<file path="src/rtl/data_demod.sv">
// Symbol-to-byte reassembler: collects SYM_W-bit symbols LSB-first into DATA_W-bit
// bytes and presents them on a valid/ready output with a one-entry output register.
module data_demod #(
    parameter int SYM_W  = 5,
    parameter int DATA_W = 8
) (
    input  logic                      clk,
    input  logic                      reset,
    input  logic [SYM_W-1:0]          dmod,
    input  logic                      mod_en,
    output logic                      sym_rdy,
    input  logic                      flush,
    output logic [DATA_W-1:0]         data_out,
    output logic                      data_vld,
    input  logic                      data_rdy,
    output logic                      sym_drop,
    output logic [$clog2(DATA_W)-1:0] bit_cnt
);

    localparam int ACC_W = DATA_W + SYM_W - 1;
    localparam int CNT_W = $clog2(DATA_W);
    localparam int N_W   = $clog2(DATA_W + SYM_W);

    logic [ACC_W-1:0]  r_acc;
    logic [CNT_W-1:0]  r_cnt;
    logic [DATA_W-1:0] r_data;
    logic              r_vld;
    logic              r_drop;

    logic [N_W-1:0]    w_n;
    logic              w_fits;
    logic              w_rdy;
    logic              w_accept;
    logic              w_complete;
    logic [ACC_W-1:0]  w_merged;
    logic [ACC_W-1:0]  w_residue;
    logic [CNT_W-1:0]  w_cnt_wrap;

    // Bits of r_acc at or above r_cnt are always zero, so the new symbol can be OR-ed in.
    assign w_n        = N_W'(r_cnt) + N_W'(SYM_W);
    assign w_fits     = (w_n < N_W'(DATA_W));
    assign w_rdy      = w_fits | ~r_vld | data_rdy;
    assign w_accept   = mod_en & w_rdy & ~flush;
    assign w_complete = w_accept & ~w_fits;
    assign w_merged   = r_acc | (ACC_W'(dmod) << r_cnt);
    assign w_residue  = w_merged >> DATA_W;
    assign w_cnt_wrap = CNT_W'(w_n - N_W'(DATA_W));

    always_ff @(posedge clk) begin
        if (reset) begin
            r_acc  <= '0;
            r_cnt  <= '0;
            r_data <= '0;
            r_vld  <= 1'b0;
            r_drop <= 1'b0;
        end else begin
            // A flushed cycle ignores the offered symbol, so it cannot count as a drop.
            r_drop <= mod_en & ~w_rdy & ~flush;

            if (flush) begin
                r_acc <= '0;
                r_cnt <= '0;
            end else if (w_accept) begin
                if (w_fits) begin
                    r_acc <= w_merged;
                    r_cnt <= CNT_W'(w_n);
                end else begin
                    r_acc <= w_residue;
                    r_cnt <= w_cnt_wrap;
                end
            end

            if (w_complete) begin
                r_data <= w_merged[DATA_W-1:0];
                r_vld  <= 1'b1;
            end else if (r_vld && data_rdy) begin
                r_vld  <= 1'b0;
            end
        end
    end

    assign sym_rdy  = w_rdy;
    assign data_out = r_data;
    assign data_vld = r_vld;
    assign sym_drop = r_drop;
    assign bit_cnt  = r_cnt;

endmodule

</file>
<file path="config.mk">
export PLATFORM = sky130hd
export DESIGN_NAME = data_demod
export DESIGN_NICKNAME = d
export VERILOG_FILES = /design/src/rtl/data_demod.sv
export SDC_FILE = /design/constraint.sdc
export NUM_CORES = 1
export LEC_CHECK = 0
export ABC_CLOCK_PERIOD_IN_PS = 2350
export CORE_UTILIZATION = 48
export DETAILED_ROUTE_END_ITERATION = 8
export MAX_ROUTING_LAYER = met4
export PLACE_DENSITY_LB_ADDON = 0.25
export SLEW_MARGIN = 25
export SYNTH_ARGS = -nofsm -noshare
export SYNTH_HDL_FRONTEND = slang
export SYNTH_SLANG_ARGS = --single-unit
</file>
<file path="constraint.sdc">
create_clock -name clk -period 2.35 [get_ports clk]
set_input_delay 0.5875 -clock clk [delete_from_list [all_inputs] [get_ports clk]]
set_output_delay 0.5875 -clock clk [all_outputs]
set_load 0.02 [all_outputs]
</file>
==> results.yml, run 1 <==
synth:
  syn-num-nets: 148
  syn_inst: 137
  netlist_area_um2: 1214
  yosys.area.top_type_share: 0.4124
  yosysSeqAreaShare: 0.4124
  ys.flop_type: "dfxtp_1"
  async_flop_share: 0
  synth_edf_count: 0
  yosysWarnings: 0
  synth_seq_cells: 25
  synth_area_leader_cell: "dfxtp_1"
  synthTopCellsByArea: "dfxtp_1, nor2_1, a21oi_1"
  ys_types: 36
  synth.avg_cell_area_um2: 8.859
clock_tree:
  clkLatencyLatePin_ns: 0.31
  clock-root-buffer: "clkbuf_4"
  htreeDepth: 1
  clk_pin_slew_worst_paths_ns: 0.13
  post-cts-setup-buffers: 0
  cts_buffer_depth: 2
  cts_num_sinks: 25
  tritoncts: "yes"
  numCtsBuffers: 3
power:
  p_total_mw: 0.7763
  ir_drop_mv: 0.3090
  power_leakage_nw: 0.5580
  power-per-cell-area_nw_per_um2: 501.9
floorplanning:
  die-area_um2: 2734
  fp.dieH_um: 52.29
  core-area_um2: 2297
  die_w_um: 52.29
  boundaryPins: 24
  start_util: 0.5283
  rows: 17
timing:
  tightest_slew_ns: 0.5206
  skew_ns: 0.003022
  rsz0062_at_grt: "no"
  post-route-period-util: 0.9164
  final.min_clock_period_ns: 2.154
  hold_viol: 0
  final_max_slew_viol_count: 0
  slew_headroom: 0.6508
  hold_ws_ns: 0.4737
  setup_violations: 0
  fmax_mhz: 464.3
placement:
  gp_congestion: 0.8698
  dp_hpwl_um: 2192
  postPlaceCellArea_um2: 1521
  port_buffers: 23
worst_setup_path:
  critPathKind: "input pin to output pin"
  critPathCaptureType: "output pin"
  worst-path-max-fanout: 2
  cp.required_ns: 1.76
  reg2reg_from: "bit_cnt[0]$_SDFFE_PP0P_"
  critPathArrivalTime_ns: 1.57
  cp-start-kind: "input pin"
  cp-startpoint: "data_rdy"
drt:
  wl_per_cell_um: 14.96
  viasPerCell: 5.913
  drtIter0Drc: 55
  dr_total_vias: 1153
  ant_nets: 0
  drt_wl_total_um: 2918
  route.detailed.drc: 0
  first_pass_iters: 4
cells_and_area:
  drive_above_1_share: 0.1317
  final_util: 0.6732
  layout_common_cells: "dfxtp_1, clkdlybuf4s50_1, nor2_1, buf_4, a21oi_1"
  fillers: 214
  stdcell_area_um2: 1546
  mostFrequentLayoutCell: "dfxtp_1"
  diodes: 0
  layout.nets: 179
  synthToLayoutAreaGrowth_pct: 27.42
worst_hold_path:
  min_path_type: "flip-flop to flip-flop"
  min-delay-start: "data_out[2]$_SDFFE_PP0P_"
global_routing:
  antenna_found_initial: 0
  grt.total_usage: 0.2478
  grt_max_degree: 18
  grt_pass1_wl_um: 4885
  grt_pass1_vias: 1031
  overflow: 0
run:
  maxCapViolCount: 0
status:
  status: "finished, final reports clean"
==> stage by stage <==
stage / setup WS, ns / std cells / setup TNS [ns]
4_1_cts: 0.2011 / 195 / 0
5_1_grt: 0.1284 / 195 / 0
3_3_place_gp: -0.02420 / 191 / -0.02420
3_5_place_dp: -0.02355 / 191 / -0.02355
2_1_floorplan: 0.5615 / 137 / 0
6_report: 0.1964 / 195 / 0
==> worst paths after layout <==
kind	end	slack, ns	depth (start not counted)
worst max-delay path	sym_rdy	0.20	4
worst min-delay path	data_out[2]$_SDFFE_PP0P_	0.47	2
worst max register to register	r_acc[3]$_SDFFE_PP0P_	0.57	4
worst min register to register	data_out[2]$_SDFFE_PP0P_	0.47	2
==> per-layer routing <==
metal,vias to the layer above,part of all wire,GRT usage
met4,0,0.0086,0.08772
li1,565,-,-
met5,-,0,-
met3,4,0.063,0.03768
met1,536,0.47,0.3327
met2,48,0.46,0.3776
==> flip-flops by register name, indices dropped and copies added, names as in the netlist <==
| register | flops |
|---|---|
| bit_cnt | 3 |
| sym_drop | 1 |
| data_vld | 1 |
| data_out | 8 |
| r_acc | 12 |
==> what timing repair did <==
action,4_1_cts,5_1_grt
hold buffers,0,0
resized for setup,1,0
setup endpoints to repair,1,0
==> logic make-up (layout without fill, tap and decap cells) <==
group | count (synthesis) | count (layout) | synth area share
compound gates | 39 | 39 | 0.2196
xor+xnor | 2 | 2 | 0.01444
fa+ha+maj | 1 | 1 | 0.01031
buf+inv | 12 | 42 | 0.04845
flops | 25 | 25 | 0.4124
mux | 7 | 7 | 0.07938
simple gates | 51 | 51 | 0.2155
==> Yosys cell counts (all sizes together) (2+ instances only) <==
master  number
a211oi       4
a21o         2
a21oi       12
a311oi       2
a31oi        5
and2         5
buf          6
clkbuf       3
dfxtp       25
inv          3
mux2i        4
mux4         2
nand2        8
nor2        14
nor3         9
nor3b        3
nor4         4
o21ai        8
o21bai       3
or4          2
xnor2        2
==> power breakdown <==
part           switching, mW  total [mW]  internal, mW  leakage, nW
Combinational         0.0750       0.141        0.0664        0.340
Clock                  0.127       0.193        0.0662       0.0150
Sequential           0.00794       0.442         0.434        0.203
==> worst max-delay path: stages <==
cell and delay (ns):
clkdlybuf4s50_1 0.41, nor2b_1 0.16, nand2_1 0.08, dlygate4sd2_1 0.32
==> final cells by class <==
cell class / count / area [um2] / share of cell area
multi-input combinational: 100 / 654.4 / 0.4231
tap: 28 / 35.03 / 0.02265
sequential: 25 / 500.5 / 0.3236
timing repair buffer: 35 / 319.1 / 0.2063
inverter: 3 / 11.26 / 0.007282
clock buffer: 4 / 26.28 / 0.01699
No activity file was read; power rests on OpenSTA's default activity.
==> run 2: changes to the inputs <==
Settings changed: GPL_ROUTABILITY_DRIVEN set to 0, RECOVER_POWER set to 25.
==> results.yml, run 2 (synthesized netlist as in run 1, its figures left out) <==
status:
  status: "finished, final reports clean"
floorplanning:
  boundaryPins: 24
  fp.dieH_um: 52.29
  core-area_um2: 2297
  die-area_um2: 2734
  start_util: 0.5283
  die_w_um: 52.29
  rows: 17
worst_setup_path:
  crit_family: "buffers and inverters"
  cp_num_buf_inv: 2
  critPathCaptureType: "output pin"
  cpPeakStageDelay_ns: 0.41
  path_cells: "clkdlybuf4s50_1 > nor2b_1 > nand2_1 > dlygate4sd2_1"
  critPathArrivalTime_ns: 1.56
  cp-start-kind: "input pin"
  worst-path-max-fanout: 2
  cp.required_ns: 1.76
  critPathKind: "input pin to output pin"
  critical_path.slowest_cell: "clkdlybuf4s50_1"
timing:
  fmax_mhz: 465.0
  final_max_slew_viol_count: 0
  final.min_clock_period_ns: 2.151
  hold_viol: 0
  skew_ns: 0.003117
  slew_headroom: 0.6079
  hold_ws_ns: 0.4738
  rsz0062_at_grt: "no"
  setup_violations: 0
  post-route-period-util: 0.9152
  fin_tns_setup_ns: 0
  tightest_slew_ns: 0.5882
global_routing:
  grt_pass1_wl_um: 4885
  overflow: 0
  antenna_found_initial: 0
  gr-usage-met2: 0.3776
  use_met1: 0.3327
  use_met3: 0.03768
  grt.total_usage: 0.2478
  busiest_layer: "met2"
  grt_max_degree: 18
  grt_pass1_vias: 1031
worst_hold_path:
  min_path_type: "flip-flop to flip-flop"
clock_tree:
  cts_buffer_depth: 2
  clock-root-buffer: "clkbuf_4"
  cts_num_sinks: 25
  clkLatencyLatePin_ns: 0.31
  post-cts-setup-buffers: 0
  clk_pin_slew_worst_paths_ns: 0.13
  tritoncts: "yes"
  numCtsBuffers: 3
  htreeDepth: 1
cells_and_area:
  regMostFlops: "r_acc"
  largest_reg_flops: 12
  fillers: 218
  diodes: 0
  layout.nets: 179
  layout_common_cells: "dfxtp_1, clkdlybuf4s50_1, nor2_1, a21oi_1, buf_4"
  drive_above_1_share: 0.1078
  mostFrequentLayoutCell: "dfxtp_1"
  synthToLayoutAreaGrowth_pct: 26.49
power:
  power-per-cell-area_nw_per_um2: 504.0
  power_leakage_nw: 0.5499
  ir_drop_mv: 0.3077
drt:
  dr_total_vias: 1130
  viasPerCell: 5.795
  drtIter0Drc: 45
  wl_per_cell_um: 14.96
  ant_nets: 0
  first_pass_iters: 4
  drt_wl_total_um: 2917
  route.detailed.drc: 0
placement:
  dp_hpwl_um: 2192
  port_buffers: 23
run:
  maxCapViolCount: 0
[run 2: through the flow]
stage	cells	power [mW]	cell area (um2)	utilization	setup slack, ns
after global placement	191	0.5839	1521	0.6623	-0.02420
final	195	0.7737	1535	0.6683	0.1994
after CTS	195	0.7740	1546	0.6732	0.2011
after detailed placement	191	0.5889	1521	0.6623	-0.02355
after floorplan	137	0.5317	1214	-	0.5615
after global routing	195	0.8041	1535	0.6683	0.1284
[run 2: layout make-up]
| cell class | count | area [um2] | area share |
|---|---|---|---|
| flip-flops and latches | 25 | 500.5 | 0.3260 |
| well taps | 28 | 35.03 | 0.02282 |
| clock buffers | 4 | 26.28 | 0.01711 |
| inverters | 3 | 11.26 | 0.007335 |
| repair buffers | 35 | 311.5 | 0.2029 |
| multi-input cells | 100 | 650.6 | 0.4238 |
[run 2: power by group]
group          leakage, nW  total, mW  switching [mW]  internal, mW
Sequential           0.203      0.442         0.00783         0.434
Combinational        0.332      0.138          0.0740        0.0639
Clock               0.0150      0.194           0.128        0.0663
[run 2: path summary, 6_finish.rpt]
kind                            cells after the start                        to  slack [ns]                     start
worst max-delay path                                4                   sym_rdy        0.20                  data_rdy
worst min-delay path                                2  data_out[2]$_SDFFE_PP0P_        0.47  data_out[2]$_SDFFE_PP0P_
worst max register to register                      4     r_acc[3]$_SDFFE_PP0P_        0.57   bit_cnt[0]$_SDFFE_PP0P_
worst min register to register                      2  data_out[2]$_SDFFE_PP0P_        0.47  data_out[2]$_SDFFE_PP0P_
[run 2: layer usage]
metal  vias up  part of all wire
li1        560                 -
met1       524              0.48
met2        41              0.46
met3         5             0.053
met4         0             0.011
met5         -                 0
[run 2: worst reg2reg max path: stages (launching register included)]
cell	delay, ns
dfxtp_1	0.53
mux4_2	0.57
a21o_1	0.24
a2111oi_4	0.27
nor4_1	0.07
[run 2: timing repair]
action	in CTS	in global routing
resized for setup	1	0
endpoints found under the hold margin	0	0
setup endpoints to repair	1	0
hold buffers	0	0
==> run 3: changes to the inputs <==
Settings changed: CORE_UTILIZATION 48 to 43.
==> results.yml, run 3 (synthesized netlist as in run 1, its figures left out) <==
global_routing:
  grt_pass1_wl_um: 4533
  overflow: 0
  antenna_found_initial: 0
  grt_pass1_vias: 1012
  grt.total_usage: 0.2174
  grt_max_degree: 19
worst_hold_path:
  min_to: "data_out[2]$_SDFFE_PP0P_"
  holdPathStages: 2
  min_path_type: "flip-flop to flip-flop"
  min-delay-start: "data_out[2]$_SDFFE_PP0P_"
clock_tree:
  cts_buffer_depth: 2
  htreeDepth: 1
  ctsHoldBuffers: 0
  clk_pin_slew_worst_paths_ns: 0.14
  clkLatencyLatePin_ns: 0.33
  cts_num_sinks: 25
  clock-root-buffer: "clkbuf_4"
  numCtsBuffers: 3
  tritoncts: "yes"
worst_setup_path:
  critPathCaptureType: "output pin"
  critPathArrivalTime_ns: 1.57
  worst-path-max-fanout: 2
  reg2reg_depth: 5
  critPathKind: "input pin to output pin"
  cp.required_ns: 1.76
  ff2ff_setup_slack_ns: 0.45
  cp-start-kind: "input pin"
  reg2reg_from: "bit_cnt[0]$_SDFFE_PP0P_"
  reg2reg_to: "r_acc[3]$_SDFFE_PP0P_"
status:
  status: "finished, final reports clean"
power:
  power.share.switching: 0.2779
  power-per-cell-area_nw_per_um2: 503.7
  p_int_mw: 0.5634
  combPwrFrac: 0.176
  power_leakage_nw: 0.5504
  pwr-share-seq: 0.563
  p_switching_mw: 0.2168
  ir_drop_mv: 0.5333
  pwr-share-clk: 0.260
  p_total_mw: 0.7803
floorplanning:
  die_w_um: 55.13
  start_util: 0.4727
  rows: 18
  fp.dieH_um: 55.13
  boundaryPins: 24
  die-area_um2: 3039
  core-area_um2: 2567
timing:
  final.min_clock_period_ns: 2.155
  hold_ws_ns: 0.4722
  tightest_slew_ns: 0.3876
  slew_headroom: 0.7416
  rsz0062_at_grt: "no"
  setup_ws_ns: 0.1952
  final_max_slew_viol_count: 0
  fmax_mhz: 464.1
  fin_tns_setup_ns: 0
  post-route-period-util: 0.9169
  setup_violations: 0
  hold_viol: 0
  skew_ns: 0.005097
drt:
  route.detailed.drc: 0
  first_pass_iters: 4
  ant_nets: 0
  drt_wl_total_um: 2815
  drtIter0Drc: 27
  viasPerCell: 5.798
  wl_per_cell_um: 14.22
  dr_total_vias: 1148
placement:
  place_ws_ns: -0.03716
  dp_hpwl_um: 2138
  port_buffers: 23
  dpl.cell_count: 194
  postPlaceCellArea_um2: 1531
cells_and_area:
  layout.nets: 180
  stdcell_area_um2: 1549
  ff_latch_area_um2: 500.5
  layout_common_cells: "dfxtp_1, clkdlybuf4s50_1, nor2_1, a21oi_1, buf_4"
  stdcell_count: 198
  largest_reg_flops: 12
  regMostFlops: "r_acc"
  final_util: 0.6033
  fillers: 248
  multi_input_area_um2: 654.4
  mostFrequentLayoutCell: "dfxtp_1"
  diodes: 0
  synthToLayoutAreaGrowth_pct: 27.63
  drive_above_1_share: 0.1250
run:
  maxCapViolCount: 0
-- run 3: critical path: stages --
cell and delay, ns:
clkdlybuf4s50_1 0.42, nor2b_1 0.15, nand2_1 0.08, dlygate4sd2_1 0.33
-- run 3: worst max-delay path by stage --
stage | start | end | slack [ns] | cells after the start
6_report | data_rdy | sym_rdy | 0.20 | 4
5_1_grt | bit_cnt[1]$_SDFFE_PP0P_ | bit_cnt[1] | 0.12 | 2
4_1_cts | data_rdy | sym_rdy | 0.18 | 4
3_5_place_dp | data_rdy | sym_rdy | -0.04 | 4
3_3_place_gp | data_rdy | sym_rdy | -0.02 | 4
2_1_floorplan | bit_cnt[0]$_SDFFE_PP0P_ | r_acc[3]$_SDFFE_PP0P_ | 0.56 | 5
-- run 3: power by group through the flow --
stage | Combinational (mW) | Sequential [mW] | Clock (mW)
4_1_cts | 0.140 | 0.440 | 0.208
6_report | 0.138 | 0.440 | 0.203
3_3_place_gp | 0.137 | 0.448 | 0
2_1_floorplan | 0.0758 | 0.456 | 0
3_5_place_dp | 0.139 | 0.449 | 0
5_1_grt | 0.150 | 0.441 | 0.223
-- run 3: routing by layer --
layer | up-vias | part of all wire | global-route usage
met5 | - | 0 | -
met4 | 0 | 0.023 | 0.1125
met3 | 12 | 0.035 | 0.03279
met2 | 32 | 0.48 | 0.3253
met1 | 539 | 0.46 | 0.2826
li1 | 565 | - | -
-- run 3: final cells by class --
cell class	instances	share of cell area
Sequential cell	25	0.3231
Clock buffer	3	0.01454
Clock inverter	1	0.004847
Multi-Input combinational cell	100	0.4225
Inverter	3	0.007270
Timing Repair Buffer	36	0.2036
Tap cell	30	0.02423
-- run 3: what timing repair did --
action,in CTS,in global routing
resized for setup,1,0
setup buffers,0,0
endpoints found under the setup margin,1,0
